**src/rtl/result_uart_pkg.sv**
```systemverilog
// Shared types and constants for the result UART transmitter.
// Holds the FSM state enum, ASCII byte constants and the line buffer sizing.
package result_uart_pkg;

    localparam int MAX_BYTES = 6;
    localparam int IDX_W     = $clog2(MAX_BYTES);

    typedef logic [IDX_W-1:0] idx_t;

    typedef enum logic [1:0] {
        IDLE,
        CONV,
        SEND,
        GAP
    } state_e;

    localparam logic [7:0] ASC_0     = 8'h30;
    localparam logic [7:0] ASC_MINUS = 8'h2D;
    localparam logic [7:0] ASC_CR    = 8'h0D;
    localparam logic [7:0] ASC_LF    = 8'h0A;
    localparam logic [7:0] ASC_O     = 8'h4F;
    localparam logic [7:0] ASC_V     = 8'h56;
    localparam logic [7:0] ASC_F     = 8'h46;

    // Magnitude of a 9-bit two's complement value; -256 maps to 256.
    function automatic logic [8:0] abs9(input logic [8:0] v);
        return v[8] ? (~v + 9'd1) : v;
    endfunction

endpackage

```
**src/rtl/result_uart_tx_dec_digits.sv**
```systemverilog
// Serial binary-to-decimal converter: hundreds by repeated -100, then tens
// by repeated -10, remainder is units.
// Ports: clk_i, rst_i (async, active-high), start_i loads mag_i,
//        done_o (one cycle, digits valid), hund_o/tens_o/units_o.
module dec_digits (
    input  logic       clk_i,
    input  logic       rst_i,
    input  logic       start_i,
    input  logic [8:0] mag_i,
    output logic       done_o,
    output logic [3:0] hund_o,
    output logic [3:0] tens_o,
    output logic [3:0] units_o
);

    logic       active_q, active_d;
    logic [8:0] rem_q, rem_d;
    logic [3:0] hund_q, hund_d;
    logic [3:0] tens_q, tens_d;

    always_ff @(posedge clk_i or posedge rst_i) begin
        if (rst_i) begin
            active_q <= 1'b0;
            rem_q    <= '0;
            hund_q   <= '0;
            tens_q   <= '0;
        end else begin
            active_q <= active_d;
            rem_q    <= rem_d;
            hund_q   <= hund_d;
            tens_q   <= tens_d;
        end
    end

    // The hundreds test falls straight through to the tens test, so a
    // digit of zero costs no cycle; the final cycle is the done cycle.
    always_comb begin
        active_d = active_q;
        rem_d    = rem_q;
        hund_d   = hund_q;
        tens_d   = tens_q;
        if (start_i) begin
            active_d = 1'b1;
            rem_d    = mag_i;
            hund_d   = '0;
            tens_d   = '0;
        end else if (active_q) begin
            if (rem_q >= 9'd100) begin
                rem_d  = rem_q - 9'd100;
                hund_d = hund_q + 4'd1;
            end else if (rem_q >= 9'd10) begin
                rem_d  = rem_q - 9'd10;
                tens_d = tens_q + 4'd1;
            end else begin
                active_d = 1'b0;
            end
        end
    end

    always_comb begin
        done_o  = active_q && (rem_q < 9'd10);
        hund_o  = hund_q;
        tens_o  = tens_q;
        units_o = rem_q[3:0];
    end

endmodule

```
**src/rtl/result_uart_tx.sv**
```systemverilog
// Reports each ALU result as a signed decimal (or OVF) CR/LF line over the
// UART transmit strobe interface.
// Ports: hz100 clock, reset (async, active-high); result_ready/result/o_flag
//        capture; txready in, txdata/txclk strobe out; busy and dropped status.
module result_uart_tx
    import result_uart_pkg::*;
(
    input  logic       hz100,
    input  logic       reset,
    input  logic       result_ready,
    input  logic [8:0] result,
    input  logic       o_flag,
    input  logic       txready,
    output logic [7:0] txdata,
    output logic       txclk,
    output logic       busy,
    output logic       dropped
);

    state_e     state_q, state_d;
    logic [7:0] line_q [MAX_BYTES];
    logic [7:0] line_d [MAX_BYTES];
    idx_t       idx_q, idx_d;
    idx_t       last_q, last_d;
    logic       neg_q, neg_d;

    logic       accept;
    logic       conv_start;
    logic       conv_done;
    logic [3:0] hund;
    logic [3:0] tens;
    logic [3:0] units;
    idx_t       n;

    assign accept     = result_ready && (state_q == IDLE);
    assign conv_start = accept && !o_flag;

    dec_digits u_dec (
        .clk_i   (hz100),
        .rst_i   (reset),
        .start_i (conv_start),
        .mag_i   (abs9(result)),
        .done_o  (conv_done),
        .hund_o  (hund),
        .tens_o  (tens),
        .units_o (units)
    );

    always_ff @(posedge hz100 or posedge reset) begin
        if (reset) begin
            state_q <= IDLE;
        end else begin
            state_q <= state_d;
        end
    end

    always_comb begin
        state_d = state_q;
        unique case (state_q)
            IDLE: if (result_ready) state_d = o_flag ? SEND : CONV;
            CONV: if (conv_done) state_d = SEND;
            SEND: if (txready) state_d = GAP;
            GAP:  state_d = (idx_q == last_q) ? IDLE : SEND;
            default: state_d = IDLE;
        endcase
    end

    always_ff @(posedge hz100 or posedge reset) begin
        if (reset) begin
            line_q <= '{default: 8'h00};
            idx_q  <= '0;
            last_q <= '0;
            neg_q  <= 1'b0;
        end else begin
            line_q <= line_d;
            idx_q  <= idx_d;
            last_q <= last_d;
            neg_q  <= neg_d;
        end
    end

    // Line assembly: n is the write cursor; leading zero digits are skipped
    // but the units digit is always written so that 0 prints as "0".
    always_comb begin
        line_d = line_q;
        idx_d  = idx_q;
        last_d = last_q;
        neg_d  = neg_q;
        n      = '0;
        if (accept) begin
            neg_d = result[8];
            idx_d = '0;
            if (o_flag) begin
                line_d    = '{default: 8'h00};
                line_d[0] = ASC_O;
                line_d[1] = ASC_V;
                line_d[2] = ASC_F;
                line_d[3] = ASC_CR;
                line_d[4] = ASC_LF;
                last_d    = idx_t'(4);
            end
        end else if (state_q == CONV && conv_done) begin
            line_d = '{default: 8'h00};
            if (neg_q) begin
                line_d[n] = ASC_MINUS;
                n = n + idx_t'(1);
            end
            if (hund != 4'd0) begin
                line_d[n] = ASC_0 + {4'd0, hund};
                n = n + idx_t'(1);
            end
            if (hund != 4'd0 || tens != 4'd0) begin
                line_d[n] = ASC_0 + {4'd0, tens};
                n = n + idx_t'(1);
            end
            line_d[n] = ASC_0 + {4'd0, units};
            n = n + idx_t'(1);
            line_d[n] = ASC_CR;
            n = n + idx_t'(1);
            line_d[n] = ASC_LF;
            last_d = n;
        end else if (state_q == GAP && idx_q != last_q) begin
            idx_d = idx_q + idx_t'(1);
        end
    end

    always_comb begin
        txclk   = (state_q == SEND) && txready;
        txdata  = txclk ? line_q[idx_q] : 8'h00;
        busy    = (state_q != IDLE);
        dropped = result_ready && busy;
    end

endmodule

```
**config.mk**
```make
export PLATFORM = sky130hd
export DESIGN_NAME = result_uart_tx
export DESIGN_NICKNAME = d
export VERILOG_FILES = /design/src/rtl/result_uart_pkg.sv /design/src/rtl/result_uart_tx_dec_digits.sv /design/src/rtl/result_uart_tx.sv
export SDC_FILE = /design/constraint.sdc
export NUM_CORES = 1
export LEC_CHECK = 0
export ABC_AREA = 1
export ABC_CLOCK_PERIOD_IN_PS = 5550
export BUFFER_PORTS_ARGS = -buffer_cell sky130_fd_sc_hd__buf_4
export CAP_MARGIN = 15
export CORE_MARGIN = 2
export CORE_UTILIZATION = 56
export DETAILED_ROUTE_END_ITERATION = 16
export PLACE_DENSITY_LB_ADDON = 0.08
export REMOVE_ABC_BUFFERS = 1
export SLEW_MARGIN = 10
export SYNTH_ARGS = -nofsm -noshare
export SYNTH_HDL_FRONTEND = slang
export SYNTH_SLANG_ARGS = --single-unit
```
**constraint.sdc**
```tcl
create_clock -name hz100 -period 5.55 [get_ports hz100]
set_input_delay 0 -clock hz100 [delete_from_list [all_inputs] [get_ports hz100]]
set_output_delay 0 -clock hz100 [all_outputs]
set_load 0.1 [all_outputs]
```
==> out/metrics.csv, run 1 <==
metric,value,unit
max cap viols,0,
I/O Pins,25,
GP Congestion,0.988,
"Max stage delay cell, worst path",fa_1,
Crit path top cell by count,inv_1,
post-DP HPWL,8.51,mm
WP data required,5.79,ns
root buf cell,clkbuf_8,
Top delay family on crit path,simple AND/OR/NAND/NOR gates,
WP buf/inv,2,
top cell type's share of synthesized area,34.9,%
Max Root-Sink Buffers,2,
grt met3 use,5.42,%
combinational power share,4.2,%
setup TNS,0,ns
Worst Max-Slew Pin Slew,0.757,ns
Vias,3995,
Pre-antenna DRT Iters,5,
Synth cell types,45,
crit end category,flop,
post-synth top area cell,dfrtp_1,
CP Launch Type,flop,
Fmax,334,MHz
max incr delay on CP,0.64,ns
Mapped Area,4310,µm²
die height,91.7,µm
P_leak,2.34,nW
Routed WL,11.5,mm
"Seq/Total Area, Yosys",34.9,%
global route overflow,0,
vias in the first global route,3829,
clock-pin slew of the registers on the worst-case setup and hold paths,0.08,ns
Synth Flop Type,dfrtp_1,
Reg power frac,51.7,%
clock share of power,44.1,%
switch share,25.4,%
grt met1 use,40.5,%
internal power,631,µW
# setup viols final,0,
"antenna viol nets, final",0,
yosys warns,0,
count of pins over their slew limit,0,
initial drt markers,266,
die footprint,8410,µm²
outcome,"complete, no violations",
later-pin clock latency in the skew report,0.36,ns
cell with the most instances after synthesis,nand2_1,
Fin. Hold Viols,0,
gr busiest metal,met2,
clock tree sinks,60,
Layout Utilization,63.5,%
Area contributors post-synth,"dfrtp_1 (35%), nand2_1 (13%), o21ai_0 (6.2%)",
drt wl/cell,16.3,µm
core area,7370,µm²
antenna violations before repair,0,
RSZ-0062 raised after global routing,no,
# diodes,0,
Post-Synthesis Cells,585,
Vias/cell,5.65,
mean post-synth cell area,7.36,µm²
Area Growth Syn to Fin,8.68,%
Die Width,91.7,µm
PwrDens,181,nW/µm²
Fin Clk Skew,0.0134,ns
H-tree level count,3,
Worst Path Max Fanout,9,
global-route wire length before repair,19.5,mm
"Net count, final",634,
Async SR Flop Fraction,100,%
worst path cell trace,"inv_1, ha_1, nand3_2, nor2_1, fa_1, nor2_2, inv_1, o22ai_1, nand2_1, a21oi_1, a21oi_2",
Slew headroom,49.6,%
largest net degree at the start of global routing,61,
worst endpoint data arrival time,3.24,ns
count of input and output buffers,23,
Tmin final,3.00,ns
CTS tree,yes,
Initial Util,58.5,%
Worst VDD drop,98.0,µV
Worst Hold Class,in -> reg,
cts repair resizes,0,
FP Rows,31,
all-layer global routing usage,29.3,%
Psw,215,µW
CTS Buf Count,9,
fin crit share,54.0,%
drc violations,0,
layout cells sized above 1,15.0,%
Yosys reg bits,60,
synth cell count leaders,"nand2_1 (144), inv_1 (66), dfrtp_1 (60), o21ai_0 (53), nand3_1 (46)",
critical path type,reg -> reg,
Post-synth EDFFs,0,
grt met2 use,45.3,%
## power groups by stage
stage / sequential, mW / clock, mW / combinational, mW
2_1_floorplan: 0.445 / 0 / 0.0194
3_3_place_gp: 0.445 / 0 / 0.0337
3_5_place_dp: 0.445 / 0 / 0.0349
4_1_cts: 0.437 / 0.373 / 0.0366
5_1_grt: 0.437 / 0.395 / 0.0410
6_report: 0.437 / 0.372 / 0.0358
## tightest hold or removal path, cell delays in order
cell and delay, ns:
buf_4 0.11, nand2_4 0.11, o21ai_0 0.09, nor2_1 0.04
## placed cells by master, fill, tap and decap left out, types with 3 or more instances in the layout
cell / instances
buf_4: 24
o22ai_2: 3
nor2_4: 7
o22ai_1: 6
inv_2: 7
dfrtp_1: 60
nand2_1: 144
a21oi_2: 4
xor2_1: 4
o21ai_2: 3
o21ai_0: 53
a21oi_1: 36
clkbuf_8: 11
o211ai_1: 10
dlygate4sd3_1: 3
nand3_2: 6
nor2_1: 35
xnor2_1: 6
nor2_2: 8
inv_1: 65
nand2_4: 3
a22oi_1: 4
nand2_2: 4
nand4_1: 3
ha_1: 15
nor3_1: 8
o21ai_1: 7
nand3_1: 46
## path summary, 6_finish.rpt
check	startpoint	endpoint	slack, ns	cells after the start
max	u_dec.hund_o[0]	line_q[34]	2.55	11
min	result_ready	idx_q[2]	0.04	4
max reg2reg	u_dec.hund_o[0]	line_q[34]	2.55	11
min reg2reg	line_q[45]	line_q[45]	0.48	2
max in group asynchronous	reset	u_dec.rem_q[7]	4.62	4
min in group asynchronous	reset	u_dec.hund_o[3]	0.41	4
## registers in the layout, indices dropped and copies added, names as in the netlist
signal          count
u_dec.hund_o        4
u_dec.tens_o        4
line_q             33
neg_q               1
last_q              3
idx_q               3
u_dec.active_q      1
state_q             2
u_dec.rem_q         9
## cell families after synthesis
logic type | share of synthesized area [%]
simple gates | 30.0
xor+xnor | 2.03
flops | 34.9
other cells | 0.0870
buf+inv | 9.87
compound gates | 18.4
fa+ha+maj | 4.82
## stage by stage
step                power (mW)  setup WS [ns]  hold WS (ns)  instance area, µm²  std cells
floorplan                0.465           2.62         0.121                4170        566
global placement         0.479           2.66         0.257                4480        689
detailed placement       0.480           2.60         0.268                4480        689
CTS                      0.847           2.57        0.0280                4680        707
global route             0.873           2.32        0.0413                4680        707
finish                   0.845           2.55        0.0366                4680        707
## layout make-up
| type | instances | area [µm²] |
|---|---|---|
| inverters | 75 | 289 |
| fillers | 668 | 2690 |
| repair buffers | 27 | 210 |
| well taps | 99 | 124 |
| clock inverters | 4 | 25.0 |
| clock buffers | 11 | 151 |
| multi-input cells | 431 | 2380 |
| flip-flops and latches | 60 | 1500 |
## per-layer routing
| layer | vias to the layer above | share of wire (%) |
|---|---|---|
| met5 | - | 0 |
| met4 | 0 | 3.0 |
| met3 | 28 | 4.6 |
| met2 | 117 | 45 |
| met1 | 1884 | 47 |
| li1 | 1966 | - |
## timing repair
item,4_1_cts,5_1_grt
endpoints found under the hold margin,62,0
buffers inserted,0,0
hold buffers,3,0
Power figures use the tool's default switching activity.
==> run 2: changes to the inputs <==
--- a/config.mk
+++ b/config.mk
@@ -6,7 +6,7 @@
 export NUM_CORES = 1
 export LEC_CHECK = 0
 export ABC_AREA = 1
-export ABC_CLOCK_PERIOD_IN_PS = 5550
+export ABC_CLOCK_PERIOD_IN_PS = 2750
 export BUFFER_PORTS_ARGS = -buffer_cell sky130_fd_sc_hd__buf_4
 export CAP_MARGIN = 15
 export CORE_MARGIN = 2
==> constraint.sdc (replaced) <==
create_clock -name hz100 -period 2.75 [get_ports hz100]
set_input_delay 0 -clock hz100 [delete_from_list [all_inputs] [get_ports hz100]]
set_output_delay 0 -clock hz100 [all_outputs]
set_load 0.1 [all_outputs]
==> out/metrics.csv, run 2 (same netlist as run 1, synthesis figures left out) <==
metric,value,unit,change
Fin. Hold Viols,0,,unchanged
most frequent cells in the layout,"nand2_1 (144), inv_1 (65), dfrtp_1 (60)",,
"antenna viol nets, final",0,,unchanged
Layout Utilization,65.4,%,+1.9 points
drc violations,0,,unchanged
Fin Clk Skew,0.0108,ns,-0.00254 ns
Worst Hold Class,in -> reg,,
all-layer global routing usage,28.2,%,-1.1 points
root buf cell,clkbuf_8,,
fin crit share,92.6,%,+39 points
worst endpoint data arrival time,2.78,ns,-0.46 ns
PwrDens,405,nW/µm²,+120%
FP Rows,31,,unchanged
global route overflow,0,,unchanged
die height,91.7,µm,unchanged
RSZ-0062 raised after global routing,no,,
Worst VDD drop,263,µV,+170%
post-DP HPWL,8.46,mm,-0.56%
Initial Util,58.5,%,unchanged
Area Growth Syn to Fin,11.9,%,
Max Root-Sink Buffers,2,,unchanged
filler instances,657,,-1.6%
die footprint,8410,µm²,unchanged
Fmax,393,MHz,+18%
Worst Max-Slew Pin Slew,0.989,ns,+0.232 ns
WP data required,2.98,ns,-2.81 ns
Slew headroom,34.0,%,-16 points
outcome,"complete, no violations",,
Vias,4038,,+1.1%
layout cells sized above 1,16.7,%,+1.7 points
Vias/cell,5.63,,-0.33%
cell area after layout,4820,µm²,+3.0%
count of pins over their slew limit,0,,unchanged
Placed Area,4550,µm²,+1.7%
max cap viols,0,,unchanged
antenna violations before repair,0,,unchanged
Largest register FFs,33,,unchanged
P_leak,2.42,nW,+3.4%
Die Width,91.7,µm,unchanged
"most common cell after layout, fill and taps aside",nand2_1,,
"Net count, final",643,,+1.4%
H-tree level count,3,,unchanged
core area,7370,µm²,unchanged
Pre-antenna DRT Iters,5,,unchanged
clock-pin slew of the registers on the worst-case setup and hold paths,0.07,ns,about the same
Routed WL,11.2,mm,-2.6%
clock tree sinks,60,,unchanged
I/O Pins,25,,unchanged
global-route wire length before repair,18.9,mm,-3.3%
Fin Hold WS,0.00998,ns,-0.0266 ns
vias in the first global route,3861,,+0.84%
CTS Buf Count,9,,unchanged
crit end category,flop,,
largest net degree at the start of global routing,45,,-26%
critical path type,reg -> reg,,
count of input and output buffers,23,,unchanged
# setup viols final,0,,unchanged
CP Launch Type,flop,,
# diodes,0,,unchanged
initial drt markers,278,,+4.5%
CTS tree,yes,,
Tmin final,2.55,ns,-0.451 ns
biggest regs,"line_q: 33 flops, u_dec.rem_q: 9 flops",,
later-pin clock latency in the skew report,0.34,ns,-0.02 ns
setup TNS,0,ns,unchanged
GP Congestion,1.03,,+4.5%
drt wl/cell,15.6,µm,-3.9%
Worst Path Max Fanout,9,,unchanged
Largest Register,line_q,,
run 2: cell types whose count changed in the layout (fill, tap and decap cells not counted):
cell,delta
clkinv_4,+1
bufinv_16,+3
fa_2,+1
clkinvlp_4,-1
fa_1,-1
clkbuf_8,-1
buf_4,+10
clkinv_2,-1
dlygate4sd3_1,-1
run 2: final cells by class:
type / count / area (µm²) / area share (%)
clock inverter: 6 / 111 / 2.31
multi-input combinational: 431 / 2380 / 49.4
inverter: 75 / 289 / 5.99
timing repair buffer: 36 / 275 / 5.71
sequential: 60 / 1500 / 31.1
clock buffer: 10 / 138 / 2.85
tap: 99 / 124 / 2.57
run 2: path summary, 6_finish.rpt:
check / from / endpoint / slack, ns / cells past startpoint
max reg2reg: u_dec.hund_o[1] / line_q[34] / 0.20 / 11
min in group asynchronous: reset / u_dec.hund_o[2] / 0.45 / 3
max in group asynchronous: reset / line_q[3] / 1.58 / 4
min: txready / state_q[1] / 0.01 / 3
min reg2reg: line_q[13] / line_q[13] / 0.48 / 2
max: u_dec.hund_o[1] / line_q[34] / 0.20 / 11
run 2: per-layer routing:
layer / global-route usage [%] / vias to the layer above / part of all wire, %
met5: 0 / - / 0
met4: 10.1 / 0 / 2.4
met3: 4.93 / 29 / 6.9
met2: 46.8 / 152 / 47
met1: 37.0 / 1882 / 44
li1: - / 1975 / -
run 2: timing repair:
| item | CTS | global route |
|---|---|---|
| hold buffers | 2 | 0 |
| resized for setup | 0 | 1 |
| hold endpoints to repair | 43 | 0 |
| endpoints found under the setup margin | 0 | 2 |
| buffers inserted | 0 | 0 |
run 2: worst max-delay path, stage by stage (launching register included):
cell and delay, ns:
dfrtp_1 0.42, inv_1 0.12, ha_1 0.19, nand3_2 0.14, nor2_1 0.21, fa_2 0.57
nor2_2 0.22, inv_1 0.11, o22ai_1 0.17, nand2_1 0.07, a21oi_1 0.16, a21oi_2 0.05
run 2: stage by stage:
stage,setup WS [ns],power (mW),instances
global placement,0.277,0.968,699
detailed placement,0.176,0.970,699
finish,0.203,1.95,717
floorplan,-0.180,0.938,566
CTS,0.167,1.96,717
global route,0.0347,2.00,717
run 2: power by group:
group          switching, mW  total [mW]  leakage, nW  internal (mW)
logic                 0.0491      0.0721         1.67         0.0230
registers                  0       0.882        0.629          0.882
clock network          0.372       0.998        0.122          0.626
==> run 3: changes to the inputs <==
--- a/config.mk
+++ b/config.mk
@@ -6,7 +6,7 @@
 export NUM_CORES = 1
 export LEC_CHECK = 0
 export ABC_AREA = 1
-export ABC_CLOCK_PERIOD_IN_PS = 2750
+export ABC_CLOCK_PERIOD_IN_PS = 2800
 export BUFFER_PORTS_ARGS = -buffer_cell sky130_fd_sc_hd__buf_4
 export CAP_MARGIN = 15
 export CORE_MARGIN = 2
==> constraint.sdc (replaced) <==
create_clock -name hz100 -period 2.8 [get_ports hz100]
set_input_delay 0 -clock hz100 [delete_from_list [all_inputs] [get_ports hz100]]
set_output_delay 0 -clock hz100 [all_outputs]
set_load 0.1 [all_outputs]
==> out/metrics.csv, run 3 (same netlist as run 1, synthesis figures left out) <==
metric,value,unit,change
outcome,"complete, no violations",,
# setup viols final,0,,unchanged
Total Power,1.82,mW,-7.0%
PwrDens,379,nW/µm²,-6.4%
Die Width,91.7,µm,unchanged
initial drt markers,301,,+8.3%
CTS tree,yes,,
H-tree level count,3,,unchanged
most frequent cells in the layout,"nand2_1 (144), inv_1 (65), dfrtp_1 (60)",,
layout cells sized above 1,16.2,%,-0.49 points
gr busiest metal,met2,,
"Net count, final",643,,unchanged
clock-pin slew of the registers on the worst-case setup and hold paths,0.07,ns,about the same
antenna violations before repair,0,,unchanged
Largest Register,line_q,,
max cap viols,0,,unchanged
all-layer global routing usage,29.3,%,+1.2 points
Worst Max-Slew Pin Slew,0.699,ns,-0.290 ns
P_leak,2.40,nW,-0.68%
fin crit share,93.6,%,+0.95 points
Slew headroom,53.3,%,+19 points
Area Growth Syn to Fin,11.3,%,
die height,91.7,µm,unchanged
global route overflow,0,,unchanged
Layout Utilization,65.0,%,-0.39 points
Pre-antenna DRT Iters,6,,+1
crit end category,flop,,
die footprint,8410,µm²,unchanged
Max Root-Sink Buffers,2,,unchanged
Routed WL,11.5,mm,+2.8%
Fin Clk Skew,0.00852,ns,-0.00232 ns
count of input and output buffers,23,,unchanged
largest net degree at the start of global routing,32,,-29%
# Post-CTS Setup Buffers,0,,unchanged
Vias/cell,5.69,,+1.1%
FP Rows,31,,unchanged
Inst Count DP,698,,-0.14%
core area,7370,µm²,unchanged
Fmax,382,MHz,-2.8%
RSZ-0062 raised after global routing,no,,
Worst Hold Class,in -> reg,,
Fin Hold WS,0.0341,ns,+0.0241 ns
Largest register FFs,33,,unchanged
Fin. Hold Viols,0,,unchanged
WP data required,3.03,ns,+0.05 ns
biggest regs,"line_q: 33 flops, u_dec.rem_q: 9 flops",,
post-DP HPWL,8.57,mm,+1.3%
critical path type,reg -> reg,,
CP Launch Type,flop,,
grt met1 use,40.6,%,+3.6 points
"antenna viol nets, final",0,,unchanged
Tmin final,2.62,ns,+0.0730 ns
grt met2 use,44.9,%,-1.9 points
GP Congestion,0.976,,-5.5%
I/O Pins,25,,unchanged
drc violations,0,,unchanged
later-pin clock latency in the skew report,0.35,ns,about the same
setup TNS,0,ns,unchanged
global-route wire length before repair,19.5,mm,+3.6%
clock tree sinks,60,,unchanged
Worst Path Max Fanout,9,,unchanged
vias in the first global route,3967,,+2.7%
worst endpoint data arrival time,2.85,ns,+0.07 ns
root buf cell,clkbuf_8,,
Worst VDD drop,278,µV,+5.8%
Vias,4082,,+1.1%
grt met3 use,5.09,%,+0.16 points
# diodes,0,,unchanged
drt wl/cell,16.1,µm,+2.8%
count of pins over their slew limit,0,,unchanged
fin cells,717,,unchanged
Initial Util,58.5,%,unchanged
"most common cell after layout, fill and taps aside",nand2_1,,
CTS Buf Count,9,,unchanged
## run 3: cell count changes in the layout (fill, tap and decap cells not counted), sizes merged
cell	change
clkbuf	+2
buf	-1
bufinv	-1
clkinv	-1
dlygate4sd3	+1
## run 3: path summary, 6_finish.rpt
path / cells after the start / slack (ns) / from / endpoint
setup / recovery: 11 / 0.18 / u_dec.hund_o[1] / line_q[34]
hold / removal: 3 / 0.03 / o_flag / u_dec.rem_q[0]
setup reg to reg: 11 / 0.18 / u_dec.hund_o[1] / line_q[34]
hold reg to reg: 2 / 0.49 / line_q[8] / line_q[8]
max in group asynchronous: 4 / 1.60 / reset / line_q[8]
min in group asynchronous: 3 / 0.32 / reset / neg_q
## run 3: final cells by class
| type | count | area (µm²) |
|---|---|---|
| fill | 691 | 2580 |
| multi-input combinational | 431 | 2380 |
| sequential | 60 | 1500 |
| inverter | 75 | 289 |
| timing repair buffer | 36 | 278 |
| clock buffer | 12 | 145 |
| tap | 99 | 124 |
| clock inverter | 4 | 72.6 |
## run 3: layer usage
layer / share of wire (%) / routed length [µm]
met1: 47 / 5410
met2: 45 / 5150
met3: 5.4 / 619
met4: 3.0 / 348
met5: 0 / 0
## run 3: timing repair
item / CTS / global route
endpoints found under the hold margin: 32 / 0
gates resized for setup: 0 / 1
setup endpoints to repair: 0 / 2
hold buffers: 3 / 0
## run 3: report_power, final
| group | internal, mW | total, mW | switching (mW) |
|---|---|---|---|
| Sequential | 0.866 | 0.866 | 0 |
| Clock | 0.525 | 0.878 | 0.354 |
| Combinational | 0.0225 | 0.0709 | 0.0484 |
| Total | 1.41 | 1.82 | 0.402 |
## run 3: through the flow
stage	instance area [µm²]	worst slack, ns
6_report	4790	0.180
5_1_grt	4790	0.0651
4_1_cts	4790	0.199
3_5_place_dp	4540	0.219
3_3_place_gp	4540	0.318
2_1_floorplan	4170	-0.130
## run 3: critical path, cell delays in order, from the launching register on
cell,delay (ns)
dfrtp_1,0.42
inv_1,0.11
ha_1,0.19
nand3_2,0.15
nor2_1,0.21
fa_2,0.57
nor2_2,0.23
inv_1,0.13
o22ai_1,0.17
nand2_1,0.07
a21oi_1,0.21
a21oi_2,0.05
